===== src/rtl/ssd1331_cmd_sequencer.sv =====
`default_nettype none
// ============================================================================
// Module   : ssd1331_cmd_sequencer
// Purpose  : Feeds the SSD1331 SPI byte transmitter. After reset it plays the
//            17-byte power-on init sequence, then expands each accepted
//            filled-rectangle request into the 11-byte 0x22 draw command and
//            holds off for DRAW_WAIT cycles while the panel accelerator runs.
//            All state advances on the falling edge of the serial clock.
// Ports    : i_SCK        serial clock (falling-edge active)
//            i_RST        asynchronous active-high reset
//            i_REQ        draw request, sampled only while o_READY=1
//            i_X0/i_X1    column start/end (saturated to 95)
//            i_Y0/i_Y1    row start/end
//            i_COLOR      RGB565 colour
//            i_TX_DONE    transmitter final-bit flag
//            o_DATA       byte to transmit
//            o_DC         data/command bit (always command)
//            o_START      one-cycle start pulse per byte
//            o_READY      idle and able to accept a request
//            o_INIT_DONE  sticky, init sequence finished
// Revision : 1.0 - initial release
// ============================================================================
module ssd1331_cmd_sequencer #(
  parameter int unsigned DRAW_WAIT = 16
) (
  input  logic        i_SCK,
  input  logic        i_RST,
  input  logic        i_REQ,
  input  logic [6:0]  i_X0,
  input  logic [6:0]  i_X1,
  input  logic [5:0]  i_Y0,
  input  logic [5:0]  i_Y1,
  input  logic [15:0] i_COLOR,
  input  logic        i_TX_DONE,
  output logic [7:0]  o_DATA,
  output logic        o_DC,
  output logic        o_START,
  output logic        o_READY,
  output logic        o_INIT_DONE
);

  localparam int HOLD_W = (DRAW_WAIT < 1) ? 1 : $clog2(DRAW_WAIT + 1);

  localparam logic [4:0]        c_init_last = 5'd16;
  localparam logic [4:0]        c_rect_last = 5'd10;
  localparam logic [6:0]        c_x_max     = 7'd95;
  localparam logic [HOLD_W-1:0] c_hold_load = HOLD_W'(DRAW_WAIT);
  localparam logic [HOLD_W-1:0] c_hold_one  = HOLD_W'(1);

  typedef enum logic [2:0] {
    S_INIT_SEND = 3'd0,
    S_INIT_WAIT = 3'd1,
    S_IDLE      = 3'd2,
    S_RECT_SEND = 3'd3,
    S_RECT_WAIT = 3'd4,
    S_HOLD      = 3'd5
  } state_t;

  state_t            r_state, w_state_nxt;
  logic [4:0]        r_idx, w_idx_nxt;
  logic [HOLD_W-1:0] r_hold, w_hold_nxt;
  logic [7:0]        r_data, w_data_nxt;
  logic              r_start, w_start_nxt;
  logic              r_ready, w_ready_nxt;
  logic              r_init_done, w_init_done_nxt;
  // Latched rectangle parameter bytes, already clamped/converted.
  logic [7:0]        r_x0, r_y0, r_x1, r_y1, r_cr, r_cg, r_cb;
  logic [7:0]        w_x0_nxt, w_y0_nxt, w_x1_nxt, w_y1_nxt;
  logic [7:0]        w_cr_nxt, w_cg_nxt, w_cb_nxt;

  logic [4:0]        w_idx_inc;
  logic [6:0]        w_x0_sat, w_x1_sat;

  function automatic logic [7:0] f_init_byte(input logic [4:0] idx);
    logic [7:0] b;
    case (idx)
      5'd0:    b = 8'hAE;  // display off
      5'd1:    b = 8'hA0;  // remap / colour depth
      5'd2:    b = 8'h72;
      5'd3:    b = 8'hA1;  // start line
      5'd4:    b = 8'h00;
      5'd5:    b = 8'hA2;  // display offset
      5'd6:    b = 8'h00;
      5'd7:    b = 8'hA4;  // normal display
      5'd8:    b = 8'hA8;  // multiplex ratio
      5'd9:    b = 8'h3F;
      5'd10:   b = 8'hAD;  // master config
      5'd11:   b = 8'h8E;
      5'd12:   b = 8'hB0;  // power save
      5'd13:   b = 8'h0B;
      5'd14:   b = 8'h26;  // fill enable: rectangles are drawn filled
      5'd15:   b = 8'h01;
      5'd16:   b = 8'hAF;  // display on
      default: b = 8'h00;
    endcase
    return b;
  endfunction

  // Colour triple goes out twice: outline colour, then fill colour.
  function automatic logic [7:0] f_rect_byte(
    input logic [4:0] idx,
    input logic [7:0] x0, input logic [7:0] y0,
    input logic [7:0] x1, input logic [7:0] y1,
    input logic [7:0] cr, input logic [7:0] cg, input logic [7:0] cb
  );
    logic [7:0] b;
    case (idx)
      5'd0:        b = 8'h22;
      5'd1:        b = x0;
      5'd2:        b = y0;
      5'd3:        b = x1;
      5'd4:        b = y1;
      5'd5, 5'd8:  b = cr;
      5'd6, 5'd9:  b = cg;
      5'd7, 5'd10: b = cb;
      default:     b = 8'h00;
    endcase
    return b;
  endfunction

  assign w_idx_inc = r_idx + 5'd1;
  assign w_x0_sat  = (i_X0 > c_x_max) ? c_x_max : i_X0;
  assign w_x1_sat  = (i_X1 > c_x_max) ? c_x_max : i_X1;

  always_comb begin
    w_state_nxt     = r_state;
    w_idx_nxt       = r_idx;
    w_hold_nxt      = r_hold;
    w_data_nxt      = r_data;
    w_start_nxt     = 1'b0;
    w_ready_nxt     = r_ready;
    w_init_done_nxt = r_init_done;
    w_x0_nxt        = r_x0;
    w_y0_nxt        = r_y0;
    w_x1_nxt        = r_x1;
    w_y1_nxt        = r_y1;
    w_cr_nxt        = r_cr;
    w_cg_nxt        = r_cg;
    w_cb_nxt        = r_cb;

    case (r_state)
      S_INIT_SEND: begin
        w_data_nxt  = f_init_byte(r_idx);
        w_start_nxt = 1'b1;
        w_state_nxt = S_INIT_WAIT;
      end

      S_INIT_WAIT: begin
        if (i_TX_DONE) begin
          if (r_idx == c_init_last) begin
            w_init_done_nxt = 1'b1;
            w_ready_nxt     = 1'b1;
            w_state_nxt     = S_IDLE;
          end else begin
            // Next byte is launched on the same edge the done is seen.
            w_idx_nxt   = w_idx_inc;
            w_data_nxt  = f_init_byte(w_idx_inc);
            w_start_nxt = 1'b1;
          end
        end
      end

      S_IDLE: begin
        if (i_REQ && r_ready) begin
          w_x0_nxt    = {1'b0, w_x0_sat};
          w_x1_nxt    = {1'b0, w_x1_sat};
          w_y0_nxt    = {2'b00, i_Y0};
          w_y1_nxt    = {2'b00, i_Y1};
          // RGB565 -> SSD1331 6-bit-per-channel levels.
          w_cr_nxt    = {2'b00, i_COLOR[15:11], 1'b0};
          w_cg_nxt    = {2'b00, i_COLOR[10:5]};
          w_cb_nxt    = {2'b00, i_COLOR[4:0], 1'b0};
          w_ready_nxt = 1'b0;
          w_idx_nxt   = 5'd0;
          w_data_nxt  = 8'h22;
          w_start_nxt = 1'b1;
          w_state_nxt = S_RECT_WAIT;
        end
      end

      S_RECT_SEND: begin
        w_data_nxt  = f_rect_byte(r_idx, r_x0, r_y0, r_x1, r_y1, r_cr, r_cg, r_cb);
        w_start_nxt = 1'b1;
        w_state_nxt = S_RECT_WAIT;
      end

      S_RECT_WAIT: begin
        if (i_TX_DONE) begin
          if (r_idx == c_rect_last) begin
            if (DRAW_WAIT == 0) begin
              w_ready_nxt = 1'b1;
              w_state_nxt = S_IDLE;
            end else begin
              w_hold_nxt  = c_hold_load;
              w_state_nxt = S_HOLD;
            end
          end else begin
            w_idx_nxt   = w_idx_inc;
            w_data_nxt  = f_rect_byte(w_idx_inc, r_x0, r_y0, r_x1, r_y1, r_cr, r_cg, r_cb);
            w_start_nxt = 1'b1;
          end
        end
      end

      S_HOLD: begin
        // Ready is raised on the edge where the count would reach zero.
        if (r_hold <= c_hold_one) begin
          w_hold_nxt  = '0;
          w_ready_nxt = 1'b1;
          w_state_nxt = S_IDLE;
        end else begin
          w_hold_nxt = r_hold - c_hold_one;
        end
      end

      default: begin
        w_state_nxt = S_INIT_SEND;
        w_idx_nxt   = 5'd0;
      end
    endcase
  end

  always_ff @(negedge i_SCK or posedge i_RST) begin
    if (i_RST) begin
      r_state     <= S_INIT_SEND;
      r_idx       <= 5'd0;
      r_hold      <= '0;
      r_data      <= 8'h00;
      r_start     <= 1'b0;
      r_ready     <= 1'b0;
      r_init_done <= 1'b0;
      r_x0        <= 8'h00;
      r_y0        <= 8'h00;
      r_x1        <= 8'h00;
      r_y1        <= 8'h00;
      r_cr        <= 8'h00;
      r_cg        <= 8'h00;
      r_cb        <= 8'h00;
    end else begin
      r_state     <= w_state_nxt;
      r_idx       <= w_idx_nxt;
      r_hold      <= w_hold_nxt;
      r_data      <= w_data_nxt;
      r_start     <= w_start_nxt;
      r_ready     <= w_ready_nxt;
      r_init_done <= w_init_done_nxt;
      r_x0        <= w_x0_nxt;
      r_y0        <= w_y0_nxt;
      r_x1        <= w_x1_nxt;
      r_y1        <= w_y1_nxt;
      r_cr        <= w_cr_nxt;
      r_cg        <= w_cg_nxt;
      r_cb        <= w_cb_nxt;
    end
  end

  assign o_DATA      = r_data;
  assign o_DC        = 1'b0;
  assign o_START     = r_start;
  assign o_READY     = r_ready;
  assign o_INIT_DONE = r_init_done;

endmodule
`default_nettype wire


===== config.mk =====
export PLATFORM = sky130hd
export DESIGN_NAME = ssd1331_cmd_sequencer
export DESIGN_NICKNAME = d
export VERILOG_FILES = /design/src/rtl/ssd1331_cmd_sequencer.sv
export SDC_FILE = /design/constraint.sdc
export NUM_CORES = 1
export LEC_CHECK = 0
export CAP_MARGIN = 10
export CORE_UTILIZATION = 50
export CTS_BUF_LIST = sky130_fd_sc_hd__clkbuf_2 sky130_fd_sc_hd__clkbuf_4 sky130_fd_sc_hd__clkbuf_8
export CTS_CLUSTER_DIAMETER = 200
export DETAILED_ROUTE_END_ITERATION = 10
export PLACE_DENSITY = 0.76
export SLEW_MARGIN = 20
export SYNTH_ARGS = -nofsm -noshare
export SYNTH_HDL_FRONTEND = slang
export SYNTH_SLANG_ARGS = --single-unit

===== constraint.sdc =====
create_clock -name i_SCK -period 2.55 [get_ports i_SCK]
set_input_delay 0.255 -clock i_SCK [delete_from_list [all_inputs] [get_ports i_SCK]]
set_output_delay 0.255 -clock i_SCK [all_outputs]
set_load 0.02 [all_outputs]

After elaboration in Yosys (flattened, before gate mapping)
Memory sizes are Yosys's and may differ from the RTL's. Cells that the tools add are included. W data, S select, Z words.

Register bits after elaboration: 66. Bits in read-only memories: 512. Bits of input ports: 46. Output and inout bits: 12. Word-level logic and storage cells: 116. Memories: 2.

Add/subtract/negate cells: 2. $lt $le $gt $ge: 3. Equal/unequal tests: 34. Multiplexer cells: 38. Bitwise gates (word level): 1. Reductions and logical operators: 22.

Memory list: (no name shown) (words 32, width 8, read ports 1, clocked after Yosys merged registers in 0, wr ports 0, line 76) `case (idx)`; (no name shown) (words 32, width 8, read ports 1, clocked after Yosys merged registers in 0, wr ports 0, line 76).

Operators by type and width (number): $pmux W7 S8 (2); $eq A5 B3 Y1 const B (8); $mux W5 (8); $mux W8 (5); $pmux W8 S5 (1); $eq A5 B4 Y1 const B (6); $eq A5 B2 Y1 const B (4); $pmux W5 S4 (1); $mux W3 (6); $pmux W3 S6 (1); $reduce_and A6 Y1 (3); $ne A2 B2 Y1 const B (8); $gt A7 B7 Y1 const B (2); $mux W7 (2); $reduce_or A2 Y1 (7); $eq A5 B1 Y1 const B (2); $logic_not A5 Y1 (2); $pmux W5 S2 (1); $mux W1 (9); $eq A3 B2 Y1 const B (2); $eq A3 B3 Y1 const B (2); $reduce_and A3 Y1 (2); $add A5 B1 Y5 const B (1); $eq A5 B5 Y1 const B (1); 14 further kinds (14).

Longest topological paths before layout
Word-level depth: 7. Depth in mapped cells: 11. Depth with buffers taken out: 8.

==> impl_metrics.tcl <==
set metrics [dict create \
    status "complete, but fails checks" \
    violations "design-rule violations" \
    synthDistinctLibCells 70 \
    final_cells 712 \
    grt_max_degree 42 \
    cp.buffers_inverters 1 \
    drt_wl_total_um 13900 \
    yosys.area.top_type_share 0.358 \
    die_h_um 98.1 \
    synth_xor_area_frac 0.0214 \
    final-setup-viol-count 0 \
    hold_end "o_INIT_DONE$_DFFE_NP0P_" \
    io_pins 58 \
    startpoint_type "register" \
    cp.required_ns 2.30 \
    yosys.area_share.simple 0.157 \
    r2r_cells 9 \
    fin_skew_ns 0.0142 \
    ys_seq_area_frac 0.358 \
    critPathTopFamily "flip-flops" \
    synth_area_leaders "dfrtn_1, mux2_2, a21oi_1" \
    routedWlPerCell_um 19.5 \
    initial_core_util 0.522 \
    cts_tree "built" \
    crit_fanout 1 \
    vias_per_cell 6.40 \
    io_buffers 56 \
    synth_top_family_by_area "compound AO/OA/AOI/OAI gates" \
    clk_pin_slew_ns 0.06 \
    grt_usage 0.299 \
    syn_nets 570 \
    antenna_found_initial 0 \
    cts_max_path_buffers 2 \
    core_area_um2 8850 \
    vias 4560 \
    synth_mux_area_frac 0.0937 \
    crit_path_end_kind "output pin" \
    gr-total-overflow 0 \
    netlist_instances 514 \
    initialDrtViolationCount 469 \
    final_max_slew_viol_count 0 \
    crit_type "reg2out" \
    drtPass1Iterations 10 \
    r2r_start "r_idx[0]$_DFFE_NP0P_" \
    p_leak_uw 0.00246 \
    slowest_stage "dfrtn_1" \
    synth_compound_area_frac 0.287 \
    max_slew_margin 0.591 \
    hold_path_class "reg2reg" \
    ant_nets 0 \
    async_flop_share 1.00 \
    synth_ff_type "dfrtn_1" \
    maxCapViolCount 0 \
    min_path_cells 1 \
    hpwl_um 9890 \
    drt_drc_violations_left 1 \
    ys.warnings.count 0 \
    grt_pass1_wl_um 22600 \
    yosysTopAreaCell "dfrtn_1" \
    critPathArrivalTime_ns 2.26 \
    antennaDiodeCount 0 \
    r2r_end "o_DATA[0]$_DFFE_NP0P_" \
    ir_drop_mv 0.575 \
    die_w_um 98.1 \
    layout-drive-gt1-share 0.248 \
    pre_cts_ws_ns -0.741 \
    htreeDepth 3 \
    gp_routability_congestion 1.01 \
    netlist_area_um2 4620 \
    dp_cells 689 \
    worst_pin_slew_ns 0.614 \
    clkLatencyLatePin_ns 0.34 \
    setup_slack_ns 0.0304 \
    path_cells "clkdlybuf4s15_2" \
    cts-root-buf "clkbuf_8" \
    clkSinkCount 66 \
    final_net_count 655 \
    grt_pass1_vias 4565 \
    synth_seq_cells 66 \
    die-area_um2 9620 \
    hold_path.startpoint "o_INIT_DONE$_DFFE_NP0P_" \
    power_per_cell_area_nw_per_um2 1360 \
    syn_area_per_cell_um2 8.98 \
    synth_edf_count 0 \
    slowest_delay_ns 0.39 \
    r2r_setup_slack_ns 0.12 \
    rsz0062_at_grt "false" \
    syn_to_final_growth_pct 28.7 \
    cts_inserted_buffers 9 \
    rows 34 \
    synthAdderAreaFrac 0.0271 \
    utilization 0.672 \
    hold_viol_final 0 \
]
## cell type report
type                       instances  area [µm²]
multi-input combinational        396        2860
inverter                          14        56.3
timing repair buffer             112        1040
tap                              108         135
clock buffer                      11         145
sequential                        66        1650
fill                             707        2900
clock inverter                     5        61.3
## cells by family (layout without fill, tap and decap cells)
kind of cell / Yosys count / in the layout
compound gates: 197 / 197
simple gates: 143 / 143
flops: 66 / 66
buf+inv: 52 / 142
mux: 38 / 38
fa+ha+maj: 10 / 10
xor+xnor: 7 / 7
other cells: 1 / 1
## worst register-to-register path, delay by kind of cell (launching register included)
family	cells	cell delay, ns
AOI/OAI and AO/OA	3	0.56
buffers and inverters	2	0.42
xor gates and xnor gates	1	0.39
DFF	1	0.42
and+or+nand+nor	2	0.29
adders and majority gates	1	0.20
## cell usage after synthesis (3+ instances only)
library cell	count
buf_4	4
buf_1	3
dfrtn_1	66
and2_1	3
nand3b_1	4
nand2b_1	8
o21ai_1	8
inv_1	14
o31ai_1	5
nand2_1	50
nor2b_1	3
a21oi_1	53
mux2i_1	5
nor3b_1	3
mux2_2	30
nand3_1	9
a31oi_1	8
clkbuf_1	11
a21o_1	7
a222oi_1	8
a2bb2oi_1	3
a211oi_1	4
nor3_1	11
ha_1	10
mux2_4	3
o22ai_1	18
a221oi_1	6
nor2_1	34
buf_2	17
a41oi_2	3
o21ai_0	39
a22oi_1	15
xnor2_1	3
## through the flow
step           power (µW)  hold slack [ns]  TNS, ns  cell area, µm²
6_report             8100            0.424        0            5940
5_1_grt              8600            0.435        0            5940
4_1_cts              7920            0.429        0            5890
3_5_place_dp         6930            0.429   -40.11            5630
3_3_place_gp         6790            0.415   -38.31            5630
2_1_floorplan        5350            0.430    -1.26            4750
## how the worst max path moves through the flow
stage / startpoint / to / slack, ns / cells after the start
2_1_floorplan: i_REQ / r_cb[5]$_DFFE_NP0P_ / -0.05 / 4
3_3_place_gp: i_REQ / o_DATA[4]$_DFFE_NP0P_ / -0.70 / 7
3_5_place_dp: i_REQ / o_DATA[4]$_DFFE_NP0P_ / -0.74 / 7
4_1_cts: i_TX_DONE / o_DATA[4]$_DFFE_NP0P_ / 0.00006 / 6
5_1_grt: r_idx[0]$_DFFE_NP0P_ / o_DATA[2]$_DFFE_NP0P_ / 0.008 / 10
6_report: o_START$_DFF_NP0_ / o_START / 0.03 / 1
## power breakdown
part / switching [µW] / leakage, µW / internal, µW / total [µW]
Sequential: 553 / 0.000798 / 1590 / 2140
Combinational: 2700 / 0.00155 / 2300 / 5000
Clock: 456 / 0.000107 / 495 / 951
## routing by layer
layer,track usage,vias up,routed length [µm]
li1,-,2082,-
met1,0.380,2209,5710
met2,0.504,231,6820
met3,0.0429,38,945
met4,0.133,0,388
met5,0,-,0
## repair_timing
item,in CTS,in global routing
endpoints found under the setup margin,71,35
gates cloned,2,1
gates resized for setup,55,5
hold buffers,0,0
buffers inserted,1,3
pin swaps,1,2
hold endpoints to repair,0,0
## sequential cells by signal, indices dropped and copies added, names as in the netlist, 3 cells and up
name / count
o_DATA: 8
r_x0: 7
r_x1: 7
r_cg: 6
r_y0: 6
r_y1: 6
r_cb: 5
r_cr: 5
r_hold: 5
r_idx: 5
r_state: 3
## cell usage in the layout (no fill, tap or decap), drive strengths merged, types with 12 or more instances in the layout
master | Yosys | final
dfrtn | 66 | 66
buf | 27 | 66
a21oi | 54 | 54
nand2 | 50 | 50
o21ai | 47 | 47
clkdlybuf4s50 | 0 | 43
nor2 | 35 | 35
mux2 | 33 | 33
o22ai | 18 | 18
a22oi | 15 | 15
inv | 14 | 14
clkbuf | 11 | 13
nor3 | 12 | 12
(Power assumes the default switching activity.)
